**src/rtl/digital_lock_param_if.sv**
```systemverilog
// Keypad-to-lock bus: digit strobe in, unlock/alarm/fail count out.
// Prog signals exist only when DIGITAL_LOCK_PROG_EN is defined.
interface digital_lock_param_if #(
    parameter int DIGIT_W   = 3,
    parameter int MAX_FAILS = 3
);
    localparam int FCW = $clog2(MAX_FAILS + 1);

    logic [DIGIT_W-1:0] x;
    logic               x_valid;
    logic               y;
    logic               alarm;
    logic [FCW-1:0]     fail_cnt;
`ifdef DIGITAL_LOCK_PROG_EN
    logic               prog_req;
    logic               prog_done;

    modport master (output x, x_valid, prog_req, input y, alarm, fail_cnt, prog_done);
    modport slave  (input x, x_valid, prog_req, output y, alarm, fail_cnt, prog_done);
`else
    modport master (output x, x_valid, input y, alarm, fail_cnt);
    modport slave  (input x, x_valid, output y, alarm, fail_cnt);
`endif
endinterface

```
**src/rtl/digital_lock_param.sv**
```systemverilog
// Parametrised code lock with failure lockout and partial-entry timeout.
// Define DIGITAL_LOCK_PROG_EN to allow reprogramming the code from the UNLOCK state.
module digital_lock_param #(
    parameter int                          DIGIT_W        = 3,
    parameter int                          CODE_LEN       = 3,
    parameter logic [DIGIT_W*CODE_LEN-1:0] CODE           = 9'b011_111_101,
    parameter int                          MAX_FAILS      = 3,
    parameter int                          UNLOCK_CYCLES  = 4,
    parameter int                          LOCKOUT_CYCLES = 16,
    parameter int                          TIMEOUT_CYCLES = 64
) (
    input  logic                clk,
    input  logic                reset_n,
    digital_lock_param_if.slave bus
);
    localparam int CW       = DIGIT_W * CODE_LEN;
    localparam int FCW      = $clog2(MAX_FAILS + 1);
    localparam int IW       = (CODE_LEN > 1) ? $clog2(CODE_LEN) : 1;
    localparam int HOLD_MAX = (UNLOCK_CYCLES > LOCKOUT_CYCLES) ? UNLOCK_CYCLES : LOCKOUT_CYCLES;
    localparam int TW       = $clog2(HOLD_MAX + 1);
    localparam int OW       = $clog2(TIMEOUT_CYCLES + 1);

    typedef enum logic [1:0] {
        ST_ENTRY,
        ST_UNLOCK,
`ifdef DIGITAL_LOCK_PROG_EN
        ST_LOCKOUT,
        ST_PROG
`else
        ST_LOCKOUT
`endif
    } state_t;

    state_t         r_state, w_stateNext;
    logic [IW-1:0]  r_idx, w_idxNext;
    logic           r_err, w_errNext;
    logic [TW-1:0]  r_hold, w_holdNext;
    logic [OW-1:0]  r_idle, w_idleNext;
    logic           r_y, w_yNext;
    logic           r_alarm, w_alarmNext;
    logic [FCW-1:0] r_failCnt, w_failNext;

    logic [CW-1:0]      w_code;
    logic [DIGIT_W-1:0] w_codeDigits [CODE_LEN];
    logic [DIGIT_W-1:0] w_expDigit;
    logic               w_mismatch;
    logic               w_lastDigit;

`ifdef DIGITAL_LOCK_PROG_EN
    logic [CW-1:0] r_code, w_codeNext;
    logic [CW-1:0] r_newCode, w_newCodeNext;
    logic [CW-1:0] w_shiftIn;
    logic          r_progDone, w_progDoneNext;

    assign w_code        = r_code;
    assign w_shiftIn     = (r_newCode << DIGIT_W) | CW'(bus.x);
    assign bus.prog_done = r_progDone;
`else
    assign w_code = CODE;
`endif

    // Digit 0 of the entry sequence lives in the MSBs of the code word
    always_comb begin
        for (int i = 0; i < CODE_LEN; i++) begin
            w_codeDigits[i] = w_code[(CODE_LEN-1-i)*DIGIT_W +: DIGIT_W];
        end
    end

    assign w_expDigit  = w_codeDigits[r_idx];
    assign w_mismatch  = (bus.x != w_expDigit);
    assign w_lastDigit = (r_idx == IW'(CODE_LEN - 1));

    assign bus.y        = r_y;
    assign bus.alarm    = r_alarm;
    assign bus.fail_cnt = r_failCnt;

    always_ff @(posedge clk or negedge reset_n) begin
        if (!reset_n) begin
            r_state    <= ST_ENTRY;
            r_idx      <= '0;
            r_err      <= 1'b0;
            r_hold     <= '0;
            r_idle     <= '0;
            r_y        <= 1'b0;
            r_alarm    <= 1'b0;
            r_failCnt  <= '0;
`ifdef DIGITAL_LOCK_PROG_EN
            r_code     <= CODE;
            r_newCode  <= '0;
            r_progDone <= 1'b0;
`endif
        end else begin
            r_state    <= w_stateNext;
            r_idx      <= w_idxNext;
            r_err      <= w_errNext;
            r_hold     <= w_holdNext;
            r_idle     <= w_idleNext;
            r_y        <= w_yNext;
            r_alarm    <= w_alarmNext;
            r_failCnt  <= w_failNext;
`ifdef DIGITAL_LOCK_PROG_EN
            r_code     <= w_codeNext;
            r_newCode  <= w_newCodeNext;
            r_progDone <= w_progDoneNext;
`endif
        end
    end

    always_comb begin
        w_stateNext = r_state;
        w_idxNext   = r_idx;
        w_errNext   = r_err;
        w_holdNext  = r_hold;
        w_idleNext  = r_idle;
        w_yNext     = r_y;
        w_alarmNext = r_alarm;
        w_failNext  = r_failCnt;
`ifdef DIGITAL_LOCK_PROG_EN
        w_codeNext     = r_code;
        w_newCodeNext  = r_newCode;
        w_progDoneNext = 1'b0;
`endif
        case (r_state)
            ST_ENTRY: begin
                if (bus.x_valid) begin
                    w_idleNext = '0;
                    if (w_lastDigit) begin
                        w_idxNext = '0;
                        w_errNext = 1'b0;
                        if (!(r_err || w_mismatch)) begin
                            w_stateNext = ST_UNLOCK;
                            w_yNext     = 1'b1;
                            w_failNext  = '0;
                            w_holdNext  = '0;
                        end else if (r_failCnt == FCW'(MAX_FAILS - 1)) begin
                            w_stateNext = ST_LOCKOUT;
                            w_alarmNext = 1'b1;
                            w_failNext  = FCW'(MAX_FAILS);
                            w_holdNext  = '0;
                        end else begin
                            w_failNext = r_failCnt + FCW'(1);
                        end
                    end else begin
                        w_idxNext = r_idx + IW'(1);
                        w_errNext = r_err | w_mismatch;
                    end
                end else if (r_idx != '0) begin
                    // Abandoned entry is dropped silently; it does not count as a failure
                    if (r_idle == OW'(TIMEOUT_CYCLES - 1)) begin
                        w_idxNext  = '0;
                        w_errNext  = 1'b0;
                        w_idleNext = '0;
                    end else begin
                        w_idleNext = r_idle + OW'(1);
                    end
                end
            end
            ST_UNLOCK: begin
`ifdef DIGITAL_LOCK_PROG_EN
                if (bus.prog_req) begin
                    w_stateNext = ST_PROG;
                    w_yNext     = 1'b0;
                    w_idxNext   = '0;
                    w_idleNext  = '0;
                    w_holdNext  = '0;
                end else
`endif
                if (r_hold == TW'(UNLOCK_CYCLES - 1)) begin
                    w_stateNext = ST_ENTRY;
                    w_yNext     = 1'b0;
                    w_holdNext  = '0;
                end else begin
                    w_holdNext = r_hold + TW'(1);
                end
            end
            ST_LOCKOUT: begin
                if (r_hold == TW'(LOCKOUT_CYCLES - 1)) begin
                    w_stateNext = ST_ENTRY;
                    w_alarmNext = 1'b0;
                    w_failNext  = '0;
                    w_holdNext  = '0;
                end else begin
                    w_holdNext = r_hold + TW'(1);
                end
            end
`ifdef DIGITAL_LOCK_PROG_EN
            ST_PROG: begin
                if (bus.x_valid) begin
                    w_idleNext    = '0;
                    w_newCodeNext = w_shiftIn;
                    if (w_lastDigit) begin
                        w_codeNext     = w_shiftIn;
                        w_progDoneNext = 1'b1;
                        w_stateNext    = ST_ENTRY;
                        w_idxNext      = '0;
                    end else begin
                        w_idxNext = r_idx + IW'(1);
                    end
                end else if (r_idx != '0) begin
                    if (r_idle == OW'(TIMEOUT_CYCLES - 1)) begin
                        w_stateNext = ST_ENTRY;
                        w_idxNext   = '0;
                        w_idleNext  = '0;
                    end else begin
                        w_idleNext = r_idle + OW'(1);
                    end
                end
            end
`endif
            default: begin
                w_stateNext = ST_ENTRY;
            end
        endcase
    end
endmodule

```
**src/flat_wrapper.sv**
```systemverilog
// flat-port wrapper written by rule: the top's interface ports become plain ports
module digital_lock_param_flat 
#(
    parameter int                          DIGIT_W        = 3,
    parameter int                          CODE_LEN       = 3,
    parameter logic [DIGIT_W*CODE_LEN-1:0] CODE           = 9'b011_111_101,
    parameter int                          MAX_FAILS      = 3,
    parameter int                          UNLOCK_CYCLES  = 4,
    parameter int                          LOCKOUT_CYCLES = 16,
    parameter int                          TIMEOUT_CYCLES = 64
)
  (clk, reset_n, bus_x, bus_x_valid, bus_y, bus_alarm, bus_fail_cnt);
  digital_lock_param_if #(.DIGIT_W(DIGIT_W), .MAX_FAILS(MAX_FAILS)) bus_i ();
  input  logic clk;
  input  logic reset_n;
  input wire logic [$bits(bus_i.x)-1:0] bus_x;
  input wire logic [$bits(bus_i.x_valid)-1:0] bus_x_valid;
  output wire logic [$bits(bus_i.y)-1:0] bus_y;
  output wire logic [$bits(bus_i.alarm)-1:0] bus_alarm;
  output wire logic [$bits(bus_i.fail_cnt)-1:0] bus_fail_cnt;
  assign bus_i.x = bus_x;
  assign bus_i.x_valid = bus_x_valid;
  assign bus_y = bus_i.y;
  assign bus_alarm = bus_i.alarm;
  assign bus_fail_cnt = bus_i.fail_cnt;
  digital_lock_param #(.DIGIT_W(DIGIT_W), .CODE_LEN(CODE_LEN), .CODE(CODE), .MAX_FAILS(MAX_FAILS), .UNLOCK_CYCLES(UNLOCK_CYCLES), .LOCKOUT_CYCLES(LOCKOUT_CYCLES), .TIMEOUT_CYCLES(TIMEOUT_CYCLES)) u_core (.clk(clk), .reset_n(reset_n), .bus(bus_i));
endmodule
```
**config.mk**
```make
export PLATFORM = sky130hd
export DESIGN_NAME = digital_lock_param_flat
export DESIGN_NICKNAME = d
export VERILOG_FILES = /design/src/rtl/digital_lock_param_if.sv /design/src/rtl/digital_lock_param.sv /design/src/flat_wrapper.sv
export SDC_FILE = /design/constraint.sdc
export NUM_CORES = 1
export LEC_CHECK = 0
export CAP_MARGIN = 20
export CORE_UTILIZATION = 50
export DETAILED_ROUTE_END_ITERATION = 16
export PLACE_DENSITY = 0.77
export SYNTH_ARGS = -nofsm -noshare
export SYNTH_HDL_FRONTEND = slang
export SYNTH_SLANG_ARGS = --single-unit
```
**constraint.sdc**
```tcl
create_clock -name clk -period 2.3 [get_ports clk]
set_input_delay 0.345 -clock clk [delete_from_list [all_inputs] [get_ports clk]]
set_output_delay 0.345 -clock clk [all_outputs]
set_load 0.01 [all_outputs]
```
---- After elaboration in Yosys (flattened, before gate mapping) ----
Index checks and enable logic that the tools add are counted.
storage, ports and cells
  register bits ........................... 21
  bits of input ports ..................... 6
  output and inout bits ................... 4
  word-level logic and storage cells ...... 90
cells by class
  add/sub/neg operators ................... 4
  $lt $le $gt $ge ......................... 1
  equality and inequality tests ........... 16
  mux-type cells .......................... 44
  bitwise gates (word level) .............. 2
  reductions and logical operators ........ 15
operators with widths
  cell                 number
  $mux 5               6
  $mux 2               14
  $mux 7               3
  $pmux 5 s3           1
  $mux 1               13
  $ne 2x1->1 const B   5
  $reduce_and 5->1     2
  $reduce_bool 2->1    5
  $reduce_and 4->1     2
  $add 7x1->7 const B  1
  $eq 7x6->1 const B   1
  $bmux 3 s2           1
  $eq 2x2->1 const B   3
  $mux 3               2
  $pmux 2 s3           1
  $reduce_and 6->1     1
  $add 5x1->5 const B  1
  $eq 5x2->1 const B   1
  $eq 5x4->1 const B   1
  $add 2x1->2 const B  2
  $ne 2x2->1 const B   2
  $pmux 1 s2           2
  $pmux 2 s2           1
  $ge 3x3->1 const B   1
  10 further kinds     10

---- Logic depth before layout (Yosys ltp) ----
  word-level depth ........................ 10
  gate-level depth with buffers ........... 9
  mapped depth without buffers ............ 9

---- Least setup slack after synthesis ----
Ideal clock, no wire load.
  kind .................................... register -> register
  from .................................... reg u_core.r_idx[1]
  to ...................................... reg u_core.r_alarm (netlist: u_core.bus.alarm)
  setup time .............................. 0.121 ns
  arrival ................................. 1.775 ns
  data required time ...................... 2.179 ns
  path slack .............................. 0.404 ns
  cell stages (with the launch flop) ...... 9
  path buffers ............................ 1
  clock period less this slack ............ 1.896 ns
  cell sequence ........................... dfrtp_1 -> inv_1 -> ha_1 -> xor2_1 -> or4_1 -> buf_2 -> nand2_2 -> o31ai_1 -> a22o_1
on the way
  word-level cells in the longest chain between the ends .. 8
  elaborated cells between the ends (all ways) .. 10
  those cells by class .................... 4 x eq/ne; 3 x mux; 1 x bitwise; 2 x reduce/logical
RTL lines
  what                                       RTL line                   RTL
  start, declared                            digital_lock_param.sv:35   logic [IW-1:0] r_idx, w_idxNext;
  start signal, assigned                     digital_lock_param.sv:94   r_idx <= w_idxNext;
  $not 2->3 (implied by the code)            digital_lock_param.sv:69   assign w_expDigit = w_codeDigits[r_idx];
  $bmux 3 s2                                 digital_lock_param.sv:69
  $mux 3 (implied by the code) (2 in a row)  digital_lock_param.sv:69
  $ne 3x3->1                                 digital_lock_param.sv:70   assign w_mismatch = (bus.x != w_expDigit);
  $logic_or 1x1->1                           digital_lock_param.sv:130  if (!(r_err || w_mismatch)) begin
  $ne 2x1->1 (no line)                       --
  $reduce_and 6->1 (no line) *               --
  end signal, assigned                       digital_lock_param.sv:99   r_alarm <= w_alarmNext;
  end, declared                              digital_lock_param.sv:40   logic r_alarm, w_alarmNext;
Every way passes the cells marked *; elsewhere a longest branch is shown, timed or not. The select of a mux whose other input is x is not followed.
A chain may end at the register's enable or synchronous reset.

---- Final worst setup path ----
  from .................................... reg u_core.r_idx[1]
  to ...................................... reg u_core.r_hold[3]
on the way
  word-level cells in the longest chain between the ends .. 10
  elaborated cells between the ends (all ways) .. 14
  those cells by class .................... 4 x eq/ne; 7 x mux; 1 x bitwise; 2 x reduce/logical
RTL lines
  what                                       RTL line                   RTL
  $not 2->3 (implied by the code)            digital_lock_param.sv:69
  $bmux 3 s2                                 digital_lock_param.sv:69
  $mux 3 (implied by the code) (2 in a row)  digital_lock_param.sv:69
  $ne 3x3->1                                 digital_lock_param.sv:70
  $logic_or 1x1->1                           digital_lock_param.sv:130
  $mux 5                                     digital_lock_param.sv:130
  $mux 5                                     digital_lock_param.sv:127  if (w_lastDigit) begin
  $mux 5                                     digital_lock_param.sv:125  if (bus.x_valid) begin
  $pmux 5 s3                                 digital_lock_param.sv:123  case (r_state)
  end signal, assigned                       digital_lock_param.sv:96   r_hold <= w_holdNext;
  end, declared                              digital_lock_param.sv:37   logic [TW-1:0] r_hold, w_holdNext;
Parallel ways exist; a longest one is shown, timed or not. The select of a mux whose other input is x is not followed.

==> metrics.md <==
| Metric | Value |
|---|---|
| Run status | `complete, no violations` |
| Final HPWL DP | `2.09 mm` |
| Relative slew slack | `56.8%` |
| Worst reg-to-reg setup slack | `approximately 210 ps` |
| First-pass GRT wire length | `4.34 mm` |
| Delay-heaviest family, CP | `compound AO/OA/AOI/OAI gates` |
| Vias in the first global route | `between 1k and 1.5k` |
| Remaining Overflow, GRT | `0` |
| Slowest Stage Delay on Critical Path | `540 ps` |
| Worst hold slack | `347 ps` |
| Synth Warn # | `0` |
| Die Y | `53.0 um` |
| Worst-path fanout max | `10` |
| Leakage | `~0.66 nW` |
| Synth Register Bits | `21` |
| Register area | `526 um^2` |
| Final net count | `around 180` |
| GPL Wtd Cong | `around 0.85` |
| Clock slew at reported path FFs | `130 ps` |
| Synth top cells by count | `dfrtp_1, nand2_1, inv_1, ha_1, o21ai_0` |
| Slowest CP cell | `o21bai_1` |
| Total Neg Setup Slack | `0 ps` |
| Via density | `5.84` |
| Post-synthesis cell type count | `36` |
| Startpoint Class | `flip-flop` |
| Fillers | `approximately 220` |
| Ys async rst share | `100%` |
| Area fraction of the dominant cell type after synthesis | `40.3%` |
| F_max | `479 MHz` |
| Least-Margin Pin Slew | `646 ps` |
| Buffers on Ports | `9` |
| Final Cycle Share | `90.8%` |
| Setup Skew | `13.5 ps` |
| Routed WL | `2.78 mm` |
| Initial Utilization | `52.6%` |
| Critical path depth in cells | `7` |
| Overall power | `1.61 mW` |
| Most frequent cell after synthesis | `dfrtp_1` |
| Buf+Inv Stages, Crit Path | `1` |
| Power per cell area | `between 1000 and 1500 nW/um^2` |
| Avg Synthesized Cell Area | `9.17 um^2` |
| Critical Path Sink | `u_core.r_hold[3]` |
| Critical Path End Type | `flip-flop` |
| Design area | `1480 um^2` |
| Endpoints failing setup | `0` |
| Area growth syn-to-layout | `13.4%` |
| Initial antenna violation count | `0` |
| CTS tree | `built` |
| PostCTS Resize Cnt | `0` |
| CP Data Required Time | `2520 ps` |
| Dpl ws | `157 ps` |
| Fraction of layout cells with a size suffix above 1 | `under 10%` |
| RR Endpoint | `u_core.r_hold[3]` |
| Clock Latency Late Sink | `320 ps` |
| Area of the multi-input gates | `between 700 and 800 um^2` |
| Gate count of the mapped netlist | `142` |
| Worst Hold Class | `in -> async` |
| Critical Path AT | `~2300 ps` |
| ANT nets after route | `0` |
| Total CTS buffers | `3` |
| Via count | `1087` |
| Post-layout util | `roughly 60%` |
| Placeable Area | `2480 um^2` |
| Tmin final | `2090 ps` |
| Maxcap violations | `0` |
| R2R Path Start | `u_core.r_idx[1]` |
| Crit Path Category | `reg -> reg` |
| Sequential area share after synthesis | `40.3%` |
| H-tree depth | `1` |
| Max Slew Vio Count | `0` |
| Final WS setup | `211 ps` |
| Critical Path, Cell by Cell | `inv_1 > ha_1 > xor2_1 > nor4_1 > o21bai_1 > o21ai_0 > o41ai_1` |
| Placed Instance Area | `1450 um^2` |
| Synth Net Count | `around 160` |
| Cts hold-fix bufs | `0` |
| Dpl cells | `roughly 180` |
| Largest net degree at the start of global routing | `22` |
| ANT cells | `0` |
| Die area | `2810 um^2` |
| Top post-synthesis cells by area | `dfrtp_1, ha_1, nand2_1` |
| Clock Tree Root | `clkbuf_4` |
| Synthesized area | `1300 um^2` |
| Die Width | `53.0 um` |
| IO Pins | `10` |
| Final std cells w/o fill | `186` |
| Critical path launch point | `u_core.r_idx[1]` |
| Post-synth top area cell | `dfrtp_1` |
| Peak supply drop | `0.678 mV` |
| FP Rows | `18` |
| Clock sink count | `21` |
| Final Hold Vio Count | `0` |
| Unrepaired setup endpoints after global routing | `false` |
| Routed WL per cell | `roughly 15 um` |
| Initial DRT Pass Iterations | `4` |
| Synth Flop Type | `dfrtp_1` |
| Worst Reg-to-Reg Cells | `7` |
| 1st-iter DRT viols | `29` |
| Clock Tree Buf Depth | `2` |
| DR DRC count | `0` |
| Number of flops mapped to enable cells by yosys | `0` |
| Total global routing track utilization | `21.8%` |
| Postcts setup bufs | `0` |
[layer usage]
layer	up-vias	wire, um	global-route usage (%)
met5	-	0	0
met4	0	53	9.65
met3	8	96	3.45
met2	27	1430	39.7
met1	514	1200	24.8
li1	538	-	-
[placed cells by master, fill, tap and decap left out, types with 2 or more instances in the layout]
cell type        Yosys  routed
clkbuf_4             0       3
inv_1               14      14
nor2_1               6       6
nand2b_1             2       2
ha_1                13      13
clkdlybuf4s50_1      0       9
nor3_1               3       3
xor2_1               2       2
o31ai_1              2       2
nor3b_1              3       3
a22o_1               2       2
nand2_1             16      16
o21ai_0             10      10
nor2b_1              2       2
xnor2_1              4       4
o41ai_1              2       2
nor4_1               3       3
a31oi_1              3       3
dfrtp_1             21      21
buf_4                0       5
o22ai_1              5       5
a21oi_1              6       6
nand3_1              5       5
[report_power, final]
group,internal (mW),switching [mW]
registers,0.460,0.0884
clock network,0.0652,0.124
logic,0.369,0.500
[registers in the layout, indices dropped and copies added, names as in the netlist]
register and count:
u_core.bus.alarm 1, u_core.r_state 2, u_core.r_idx 2, u_core.bus.fail_cnt 2, u_core.bus.y 1, u_core.r_hold 5
u_core.r_idle 7, u_core.r_err 1
[worst min path at each step]
stage                                   to  slack (ps)  cells after the start
after floorplan           u_core.bus.alarm          50                      0
after global routing      u_core.r_idle[1]         380                      2
final                         u_core.bus.y         350                      2
after global placement    u_core.r_hold[3]         490                      1
after detailed placement  u_core.r_hold[1]         500                      2
after CTS                 u_core.r_idle[1]         360                      2
[logic make-up after synthesis]
kind of cell / count (synthesis) / share of synthesized area [%]
mux: 1 / 0.864
simple gates: 47 / 18.8
fa+ha+maj: 13 / 12.5
compound gates: 36 / 18.0
xor+xnor: 6 / 4.03
flops: 21 / 40.3
buf+inv: 18 / 5.47
[cell type report]
class	count	share of cell area (%)
timing repair buffer	14	8.64
clock inverter	1	0.339
tap	30	2.54
sequential	21	35.6
multi-input combinational	103	47.8
clock buffer	3	1.53
inverter	14	3.56
Power figures use the tool's default switching activity.
